$ cat src/rtl/cpu_pkg.sv
// rtl/cpu_pkg.sv - Shared types and constants for the MEM access stage
// Contents: MEM-stage FSM state encoding, MEM/WB bank record type,
//           bubble constant, default watchdog timeout.
package cpu_pkg;

    typedef enum logic {
        ST_IDLE = 1'b0,
        ST_WAIT = 1'b1
    } mem_state_t;

    localparam int TIMEOUT_DEFAULT = 64;

    typedef struct packed {
        logic        reg_write;
        logic        mem_to_reg;
        logic        hlt;
        logic        llb;
        logic        lhb;
        logic [15:0] read_data;
        logic [15:0] alu_result;
        logic [3:0]  write_reg_addr;
    } mem_wb_t;

    // A bubble never writes the register file and never halts.
    localparam mem_wb_t MEM_WB_BUBBLE = '0;

endpackage

$ cat src/rtl/mem_access_stage_if.sv
// rtl/mem_access_stage_if.sv - Data memory req/ack bus between MEM stage and memory
// Signals: mem_req, mem_we, mem_addr[15:0], mem_wdata[15:0] (stage -> memory)
//          mem_rdata[15:0], mem_ack (memory -> stage)
// Modports: master (MEM stage), slave (memory)
interface mem_access_stage_if;
    logic        mem_req;
    logic        mem_we;
    logic [15:0] mem_addr;
    logic [15:0] mem_wdata;
    logic [15:0] mem_rdata;
    logic        mem_ack;

    modport master (
        output mem_req, mem_we, mem_addr, mem_wdata,
        input  mem_rdata, mem_ack
    );

    modport slave (
        input  mem_req, mem_we, mem_addr, mem_wdata,
        output mem_rdata, mem_ack
    );
endinterface

$ cat src/rtl/mem_wb_pipe_reg.sv
// rtl/mem_wb_pipe_reg.sv - MEM/WB pipeline register bank with load-enable and bubble-select
// Ports: clk, rst_n (async active-low), load_en, bubble, d (mem_wb_t), q (mem_wb_t)
module mem_wb_pipe_reg
    import cpu_pkg::*;
(
    input  logic    clk,
    input  logic    rst_n,
    input  logic    load_en,
    input  logic    bubble,
    input  mem_wb_t d,
    output mem_wb_t q
);

    always_ff @(posedge clk or negedge rst_n) begin
        if (!rst_n) begin
            q <= MEM_WB_BUBBLE;
        end else if (bubble) begin
            q <= MEM_WB_BUBBLE;
        end else if (load_en) begin
            q <= d;
        end
    end

endmodule

$ cat src/rtl/mem_access_stage.sv
// rtl/mem_access_stage.sv - MEM pipeline stage: data memory handshake, stall, watchdog, MEM/WB bank
// Ports: clk, rst_n (async active-low); EX_MEM_* stage inputs; mem (memory bus, master);
//        mem_stall (freeze upstream), mem_err (1-cycle error pulse); MEM_WB_* bank outputs.
// Parameters: TIMEOUT (WAIT cycles before abort, 2..255), TO_W (watchdog counter width).
// Build option: MEM_MISALIGN_CHK_EN - odd-address accesses are dropped with mem_err.
module mem_access_stage
    import cpu_pkg::*;
#(
    parameter int TIMEOUT = TIMEOUT_DEFAULT,
    parameter int TO_W    = 8
) (
    input  logic        clk,
    input  logic        rst_n,
    input  logic        EX_MEM_MemRead,
    input  logic        EX_MEM_MemWrite,
    input  logic        EX_MEM_MemToReg,
    input  logic        EX_MEM_RegWrite,
    input  logic [15:0] EX_MEM_ALU_Result,
    input  logic [15:0] EX_MEM_WriteData,
    input  logic [3:0]  EX_MEM_WriteRegAddr,
    input  logic        EX_MEM_hlt,
    input  logic        LLB_in,
    input  logic        LHB_in,
    mem_access_stage_if.master mem,
    output logic        mem_stall,
    output logic        mem_err,
    output logic        MEM_WB_RegWrite,
    output logic        MEM_WB_MemToReg,
    output logic        MEM_WB_hlt,
    output logic        MEM_WB_LLB,
    output logic        MEM_WB_LHB,
    output logic [15:0] MEM_WB_ReadData,
    output logic [15:0] MEM_WB_ALU_Result,
    output logic [3:0]  MEM_WB_WriteRegAddr
);

    mem_state_t      state, state_nxt;
    logic [TO_W-1:0] to_cnt, to_cnt_nxt;

    logic    access;
    logic    misalign;
    logic    req_access;
    logic    timeout;
    logic    done;
    logic    req_raw;
    logic    stall_raw;
    mem_wb_t wb_d, wb_q;

    assign access = EX_MEM_MemRead | EX_MEM_MemWrite;

`ifdef MEM_MISALIGN_CHK_EN
    assign misalign = access & EX_MEM_ALU_Result[0];
`else
    assign misalign = 1'b0;
`endif

    // Only aligned accesses reach the memory; a misaligned one retires without stalling.
    assign req_access = access & ~misalign;

    assign timeout   = (state == ST_WAIT) && (to_cnt == TO_W'(TIMEOUT - 1));
    assign done      = (state == ST_WAIT) && (mem.mem_ack || timeout);
    // Combinational release lets upstream advance on the same edge the access completes.
    assign stall_raw = req_access & ~done;

    always_ff @(posedge clk or negedge rst_n) begin
        if (!rst_n) begin
            state  <= ST_IDLE;
            to_cnt <= '0;
        end else begin
            state  <= state_nxt;
            to_cnt <= to_cnt_nxt;
        end
    end

    always_comb begin
        state_nxt  = state;
        to_cnt_nxt = to_cnt;
        req_raw    = 1'b0;
        case (state)
            ST_IDLE: begin
                // mem_ack is deliberately ignored here: a late ack after an abort must not retire anything.
                to_cnt_nxt = '0;
                if (req_access) begin
                    req_raw   = 1'b1;
                    state_nxt = ST_WAIT;
                end
            end
            ST_WAIT: begin
                req_raw = 1'b1;
                if (done) begin
                    state_nxt  = ST_IDLE;
                    to_cnt_nxt = '0;
                end else begin
                    to_cnt_nxt = to_cnt + 1'b1;
                end
            end
            default: begin
                state_nxt  = ST_IDLE;
                to_cnt_nxt = '0;
            end
        endcase
    end

    // Reset forces every output low immediately, including the combinational ones.
    assign mem.mem_req   = rst_n & req_raw;
    assign mem.mem_we    = rst_n & EX_MEM_MemWrite;
    assign mem.mem_addr  = rst_n ? EX_MEM_ALU_Result : 16'h0000;
    assign mem.mem_wdata = rst_n ? EX_MEM_WriteData  : 16'h0000;
    assign mem_stall     = rst_n & stall_raw;
    assign mem_err       = rst_n & (timeout | misalign);

    always_comb begin
        wb_d                = MEM_WB_BUBBLE;
        wb_d.reg_write      = EX_MEM_RegWrite & ~misalign;
        wb_d.mem_to_reg     = EX_MEM_MemToReg;
        wb_d.hlt            = EX_MEM_hlt;
        wb_d.llb            = LLB_in;
        wb_d.lhb            = LHB_in;
        wb_d.alu_result     = EX_MEM_ALU_Result;
        wb_d.write_reg_addr = EX_MEM_WriteRegAddr;
        // Write wins when both are set; an abort retires with zero data.
        if ((state == ST_WAIT) && mem.mem_ack && EX_MEM_MemRead && !EX_MEM_MemWrite) begin
            wb_d.read_data = mem.mem_rdata;
        end
    end

    mem_wb_pipe_reg u_mem_wb (
        .clk     (clk),
        .rst_n   (rst_n),
        .load_en (~stall_raw),
        .bubble  (stall_raw),
        .d       (wb_d),
        .q       (wb_q)
    );

    assign MEM_WB_RegWrite     = wb_q.reg_write;
    assign MEM_WB_MemToReg     = wb_q.mem_to_reg;
    assign MEM_WB_hlt          = wb_q.hlt;
    assign MEM_WB_LLB          = wb_q.llb;
    assign MEM_WB_LHB          = wb_q.lhb;
    assign MEM_WB_ReadData     = wb_q.read_data;
    assign MEM_WB_ALU_Result   = wb_q.alu_result;
    assign MEM_WB_WriteRegAddr = wb_q.write_reg_addr;

endmodule

$ cat src/flat_wrapper.sv
// flat-port wrapper written by rule: the top's interface ports become plain ports
module mem_access_stage_flat import cpu_pkg::*;
#(
    parameter int TIMEOUT = TIMEOUT_DEFAULT,
    parameter int TO_W    = 8
)
  (clk, rst_n, EX_MEM_MemRead, EX_MEM_MemWrite, EX_MEM_MemToReg, EX_MEM_RegWrite, EX_MEM_ALU_Result, EX_MEM_WriteData, EX_MEM_WriteRegAddr, EX_MEM_hlt, LLB_in, LHB_in, mem_stall, mem_err, MEM_WB_RegWrite, MEM_WB_MemToReg, MEM_WB_hlt, MEM_WB_LLB, MEM_WB_LHB, MEM_WB_ReadData, MEM_WB_ALU_Result, MEM_WB_WriteRegAddr, mem_mem_req, mem_mem_we, mem_mem_addr, mem_mem_wdata, mem_mem_rdata, mem_mem_ack);
  mem_access_stage_if mem_i ();
  input  logic clk;
  input  logic rst_n;
  input  logic EX_MEM_MemRead;
  input  logic EX_MEM_MemWrite;
  input  logic EX_MEM_MemToReg;
  input  logic EX_MEM_RegWrite;
  input  logic [15:0] EX_MEM_ALU_Result;
  input  logic [15:0] EX_MEM_WriteData;
  input  logic [3:0] EX_MEM_WriteRegAddr;
  input  logic EX_MEM_hlt;
  input  logic LLB_in;
  input  logic LHB_in;
  output logic mem_stall;
  output logic mem_err;
  output logic MEM_WB_RegWrite;
  output logic MEM_WB_MemToReg;
  output logic MEM_WB_hlt;
  output logic MEM_WB_LLB;
  output logic MEM_WB_LHB;
  output logic [15:0] MEM_WB_ReadData;
  output logic [15:0] MEM_WB_ALU_Result;
  output logic [3:0] MEM_WB_WriteRegAddr;
  output wire logic [$bits(mem_i.mem_req)-1:0] mem_mem_req;
  output wire logic [$bits(mem_i.mem_we)-1:0] mem_mem_we;
  output wire logic [$bits(mem_i.mem_addr)-1:0] mem_mem_addr;
  output wire logic [$bits(mem_i.mem_wdata)-1:0] mem_mem_wdata;
  input wire logic [$bits(mem_i.mem_rdata)-1:0] mem_mem_rdata;
  input wire logic [$bits(mem_i.mem_ack)-1:0] mem_mem_ack;
  assign mem_mem_req = mem_i.mem_req;
  assign mem_mem_we = mem_i.mem_we;
  assign mem_mem_addr = mem_i.mem_addr;
  assign mem_mem_wdata = mem_i.mem_wdata;
  assign mem_i.mem_rdata = mem_mem_rdata;
  assign mem_i.mem_ack = mem_mem_ack;
  mem_access_stage #(.TIMEOUT(TIMEOUT), .TO_W(TO_W)) u_core (.clk(clk), .rst_n(rst_n), .EX_MEM_MemRead(EX_MEM_MemRead), .EX_MEM_MemWrite(EX_MEM_MemWrite), .EX_MEM_MemToReg(EX_MEM_MemToReg), .EX_MEM_RegWrite(EX_MEM_RegWrite), .EX_MEM_ALU_Result(EX_MEM_ALU_Result), .EX_MEM_WriteData(EX_MEM_WriteData), .EX_MEM_WriteRegAddr(EX_MEM_WriteRegAddr), .EX_MEM_hlt(EX_MEM_hlt), .LLB_in(LLB_in), .LHB_in(LHB_in), .mem(mem_i), .mem_stall(mem_stall), .mem_err(mem_err), .MEM_WB_RegWrite(MEM_WB_RegWrite), .MEM_WB_MemToReg(MEM_WB_MemToReg), .MEM_WB_hlt(MEM_WB_hlt), .MEM_WB_LLB(MEM_WB_LLB), .MEM_WB_LHB(MEM_WB_LHB), .MEM_WB_ReadData(MEM_WB_ReadData), .MEM_WB_ALU_Result(MEM_WB_ALU_Result), .MEM_WB_WriteRegAddr(MEM_WB_WriteRegAddr));
endmodule
$ cat config.mk
export PLATFORM = sky130hd
export DESIGN_NAME = mem_access_stage_flat
export DESIGN_NICKNAME = d
export VERILOG_FILES = /design/src/rtl/cpu_pkg.sv /design/src/rtl/mem_access_stage_if.sv /design/src/rtl/mem_wb_pipe_reg.sv /design/src/rtl/mem_access_stage.sv /design/src/flat_wrapper.sv
export SDC_FILE = /design/constraint.sdc
export NUM_CORES = 1
export LEC_CHECK = 0
export CAP_MARGIN = 20
export CORE_MARGIN = 4
export CORE_UTILIZATION = 38
export DETAILED_ROUTE_END_ITERATION = 8
export PLACE_DENSITY_LB_ADDON = 0.12
export SYNTH_ARGS = -nofsm -noshare
export SYNTH_HDL_FRONTEND = slang
export SYNTH_SLANG_ARGS = --single-unit
$ cat constraint.sdc
create_clock -name clk -period 4.3 [get_ports clk]
set_input_delay 0.43 -clock clk [delete_from_list [all_inputs] [get_ports clk]]
set_output_delay 0.43 -clock clk [all_outputs]
set_load 0.05 [all_outputs]
---- Word level (Yosys, flattened, before mapping) ----
Cells that the tools add are included.
W data, S select, Z words.
operators by class
  mux-type cells .......................... 10
  eq/ne operators ......................... 1
  reductions and logical operators ........ 7
  bitwise gates (word level) .............. 8
  add/subtract/negate cells ............... 1
operators by type and width
  cell                   count
  $mux W16               3
  $mux W41               1
  $pmux W8 S2            1
  $add A8 B1 Y8 const B  1
  $eq A8 B6 Y1 const B   1
  $mux W8                1
  $and A1 B1 Y1          5
  $logic_and A1 B1 Y1    5
  $pmux W1 S2            2
  $mux W1                2
  $not A1 Y1             2
  $logic_not A1 Y1       1
  $logic_or A1 B1 Y1     1
  $or A1 B1 Y1           1
word-level totals
  bits of input ports ..................... 62
  bits in registers ....................... 50
  logic and storage cells ................. 37
  output and inout bits ................... 77

---- Longest topological paths before layout ----
  word-level depth ........................ 7
  depth in mapped cells ................... 5
  mapped depth without buffers ............ 4

---- Hierarchy ----
A second synthesis with hierarchy kept.
unflattened totals
  cell total of the unflattened synthesis .. 235
  area total of the unflattened synthesis .. 2502.4 um^2
by module, submodules not included
  module            cells each  sequential area each (um^2)  instances  area an instance (um^2)
  mem_wb_pipe_reg   133         1026.0                       1          1712.9
  mem_access_stage  102         225.2                        1          789.5

---- Least setup slack after synthesis ----
Ideal clock, no wire load.
  path type ............................... reg2out
  start ................................... register u_core.to_cnt[0]
  end ..................................... output mem_err
  path slack .............................. 1.951 ns
  arrival ................................. 1.919 ns
  data required time ...................... 3.870 ns
  buffers on the path ..................... 0
  stages on the path, launching flop included .. 4
  path through ............................ dfrtp_1 > ha_1 > nand4bb_1 > nor3_1
on the way
  word-level cells in the longest chain between the ends .. 3
ends and longest elaborated chain
  item                      RTL line                 RTL
  start: declaration        mem_access_stage.sv:38   logic [TO_W-1:0] to_cnt, to_cnt_nxt;
  start signal: assignment  mem_access_stage.sv:71   to_cnt <= to_cnt_nxt;
  $eq A8 B6 Y1              mem_access_stage.sv:60   assign timeout = (state == ST_WAIT) && (to_cnt == TO_W'(TIMEOUT - 1));
  $logic_and A1 B1 Y1       mem_access_stage.sv:60
  $and A1 B1 Y1             mem_access_stage.sv:110  assign mem_err = rst_n & (timeout | misalign);
  end: declaration          flat_wrapper.sv:22       output logic mem_err;
Every way passes these cells.

---- Worst setup path after layout ----
  start ................................... register u_core.to_cnt[0]
  end ..................................... output mem_stall
on the way
  word-level cells in the longest chain between the ends .. 7
ends and longest elaborated chain
  item                 RTL line                 RTL
  $eq A8 B6 Y1         mem_access_stage.sv:60
  $logic_and A1 B1 Y1  mem_access_stage.sv:60
  $logic_or A1 B1 Y1   mem_access_stage.sv:61   assign done = (state == ST_WAIT) && (mem.mem_ack || timeout);
  $logic_and A1 B1 Y1  mem_access_stage.sv:61
  $not A1 Y1           mem_access_stage.sv:63   assign stall_raw = req_access & ~done;
  $and A1 B1 Y1        mem_access_stage.sv:63
  $and A1 B1 Y1        mem_access_stage.sv:109  assign mem_stall = rst_n & stall_raw;
  end: declaration     flat_wrapper.sv:21       output logic mem_stall;
Every way passes these cells.

==> run metrics <==
total wire length 5.41 mm; Max Fclk 325 MHz; Starting Density 0.394; switch share 0.348; total power 1.18 mW; Worst path slowest cell clkdlybuf4s50_1; Critical Path, Cell by Cell ha_1 -> nand4bb_1 -> o221ai_4 -> nor2_1 -> clkdlybuf4s50_1; Cells after Synth 171; CTS sink cnt 50; vias per std cell 4.36; TritonCTS buffer count 5; max-slew violation count 0; NetSw 410 uW; Syn Nets 234; Power Density 331 nW/um^2; Setup Skew 7.94 ps; Leakage Power 1.52 nW; Post-CTS Hold Fix Bufs 0; layout cells sized above 1 0.0417; Overflow after GRT 0; Final Non-Filler Cells 382; sequential fraction of the synthesis area 0.618; Die Ht 81.0 um; Syn-to-layout area delta 75.8%; clock slew at reported path FFs 100 ps; Rows 26; distinct cell type count after synthesis 25; Period minus WS final 3080 ps; synthesized area per cell 11.8 um^2; Total GRT Usage 0.167; cts repair resizes 0; Max-Slew Margin vs Limit 0.455; Final Worst Setup Slack 1220 ps; drt wl/cell 14.2 um; Setup Viol. Count Final 0; core area 5140 um^2; DR DRC count 0; deepest clock path buffer count 2; max-cap viol count 0; routed via count 1,666; GP Congestion 0.729; CP max stage delay 730 ps; 1st-iter DRT viols 59; first-pass GRT wire length 8.18 mm; CTS HTree Levels 2; Arrival @ worst endpoint 2650 ps; vias in the first global route 1,701; pre-CTS WS 1500 ps; Max FO, Critical Path 26; RSZ-0062 raised after global routing false; nets@finish 374; outcome completed; DRT Pass-1 Iters 2; Setup TNS Final 0 ps; critical path class flop to output pin; clock group share of total power 0.233; Die Width 81.0 um; # placed instances 374; postcts setup bufs 0; Pint 769 uW; HP Class input pin to asynchronous set/reset pin; Port Buf Inserts 138; peak supply drop 0.000192 V; WP data required 3870 ps; sequential share of power 0.438; Startpoint Class flop; diodes inserted 0; largest net degree at the start of global routing 44; Slew @ Worst Pin 813 ps; worst skew pair latency 310 ps; root buffer cell clkbuf_8; CTS tree built; flip-flop and latch count after synthesis 50; Finished Core Util 0.693; DP Area 3470 um^2; crit end category output pin; hold_ws 164 ps; cell area after layout 3560 um^2; hpwl dp 4.24 mm; Fin. Hold Viols 0; Bufs and invs on worst path 1; initial antenna violation count 0; Ys Warns 0; Post-DRT Antenna Nets 0; die area 6560 um^2; I/O Pins 139; Logic pwr share 0.330; Top delay family on crit path buffers and inverters; Post-Synthesis Cell Area 2020 um^2; fin crit share 0.715
synth_stat cells:
master	number	area, um^2
and2_1	74	463
dfrtp_1	50	1250
nor2_1	8	30.0
nand3_1	5	25.0
clkbuf_1	3	11.3
inv_1	3	11.3
nand2_1	3	11.3
o21ai_1	3	15.0
buf_6	2	22.5
nand2b_1	2	12.5
nor3_1	2	10.0
or3_1	2	12.5
xor2_1	2	17.5
a21oi_1	1	5.00
a31oi_1	1	6.26
buf_2	1	5.00
ha_1	1	12.5
nand4_4	1	21.3
nand4bb_1	1	11.3
nor2b_1	1	6.26
nor3b_2	1	12.5
o211ai_1	1	7.51
o221ai_4	1	26.3
o41ai_1	1	8.76
xnor2_1	1	8.76
state kept, by name (all words and copies together) (netlist names):
signal             cells
u_core.u_mem_wb.q     41
u_core.to_cnt          8
u_core.state           1
final timing paths:
kind,startpoint,to,slack (ps),cells after the start
min,rst_n,u_core.u_mem_wb.q[16],160,1
max in group asynchronous,rst_n,u_core.u_mem_wb.q[11],3500,2
max reg2reg,u_core.to_cnt[0],u_core.u_mem_wb.q[13],2500,4
min reg2reg,u_core.to_cnt[0],u_core.to_cnt[0],510,1
min in group clk,u_core.to_cnt[0],u_core.to_cnt[0],510,1
max,u_core.to_cnt[0],mem_stall,1220,5
routing by layer:
metal / track usage / wire [um]
met5: 0 / 0
met4: 0.0608 / 78
met3: 0.0876 / 823
met2: 0.287 / 2620
met1: 0.173 / 1890
power by group through the flow:
stage	Combinational [mW]	Clock, mW	Sequential [mW]
after CTS	0.394	0.284	0.516
after floorplan	0.126	0	0.622
after detailed placement	0.393	0	0.526
final	0.388	0.274	0.516
after global routing	0.411	0.302	0.520
after global placement	0.390	0	0.524
final cells by class:
cell class,instances,area [um^2]
multi-input combinational,112,723
clock buffer,5,68.8
clock inverter,3,21.3
sequential,50,1250
fill,420,1580
inverter,3,11.3
tap,70,87.6
timing repair buffer,139,1400
cell usage in the layout, fill, tap and decap left out, types with 2 or more instances in the layout:
cell and instances:
clkdlybuf4s50_1 137, and2_1 74, dfrtp_1 50, nor2_1 8, nand3_1 5, clkbuf_8 5
inv_1 3, nand2_1 3, o21ai_1 3, nand2b_1 2, or3_1 2, xor2_1 2
nor3_1 2
logic make-up after synthesis:
| group | synth area share |
|---|---|
| flip-flops | 0.618 |
| AND/OR/NAND/NOR | 0.304 |
| AO/OA/AOI/OAI | 0.0340 |
| XOR/XNOR | 0.0130 |
| adder cells (fa/ha/maj) | 0.00618 |
| buffers and inverters | 0.0247 |
Note: power is estimated with default switching activity, not from simulation.
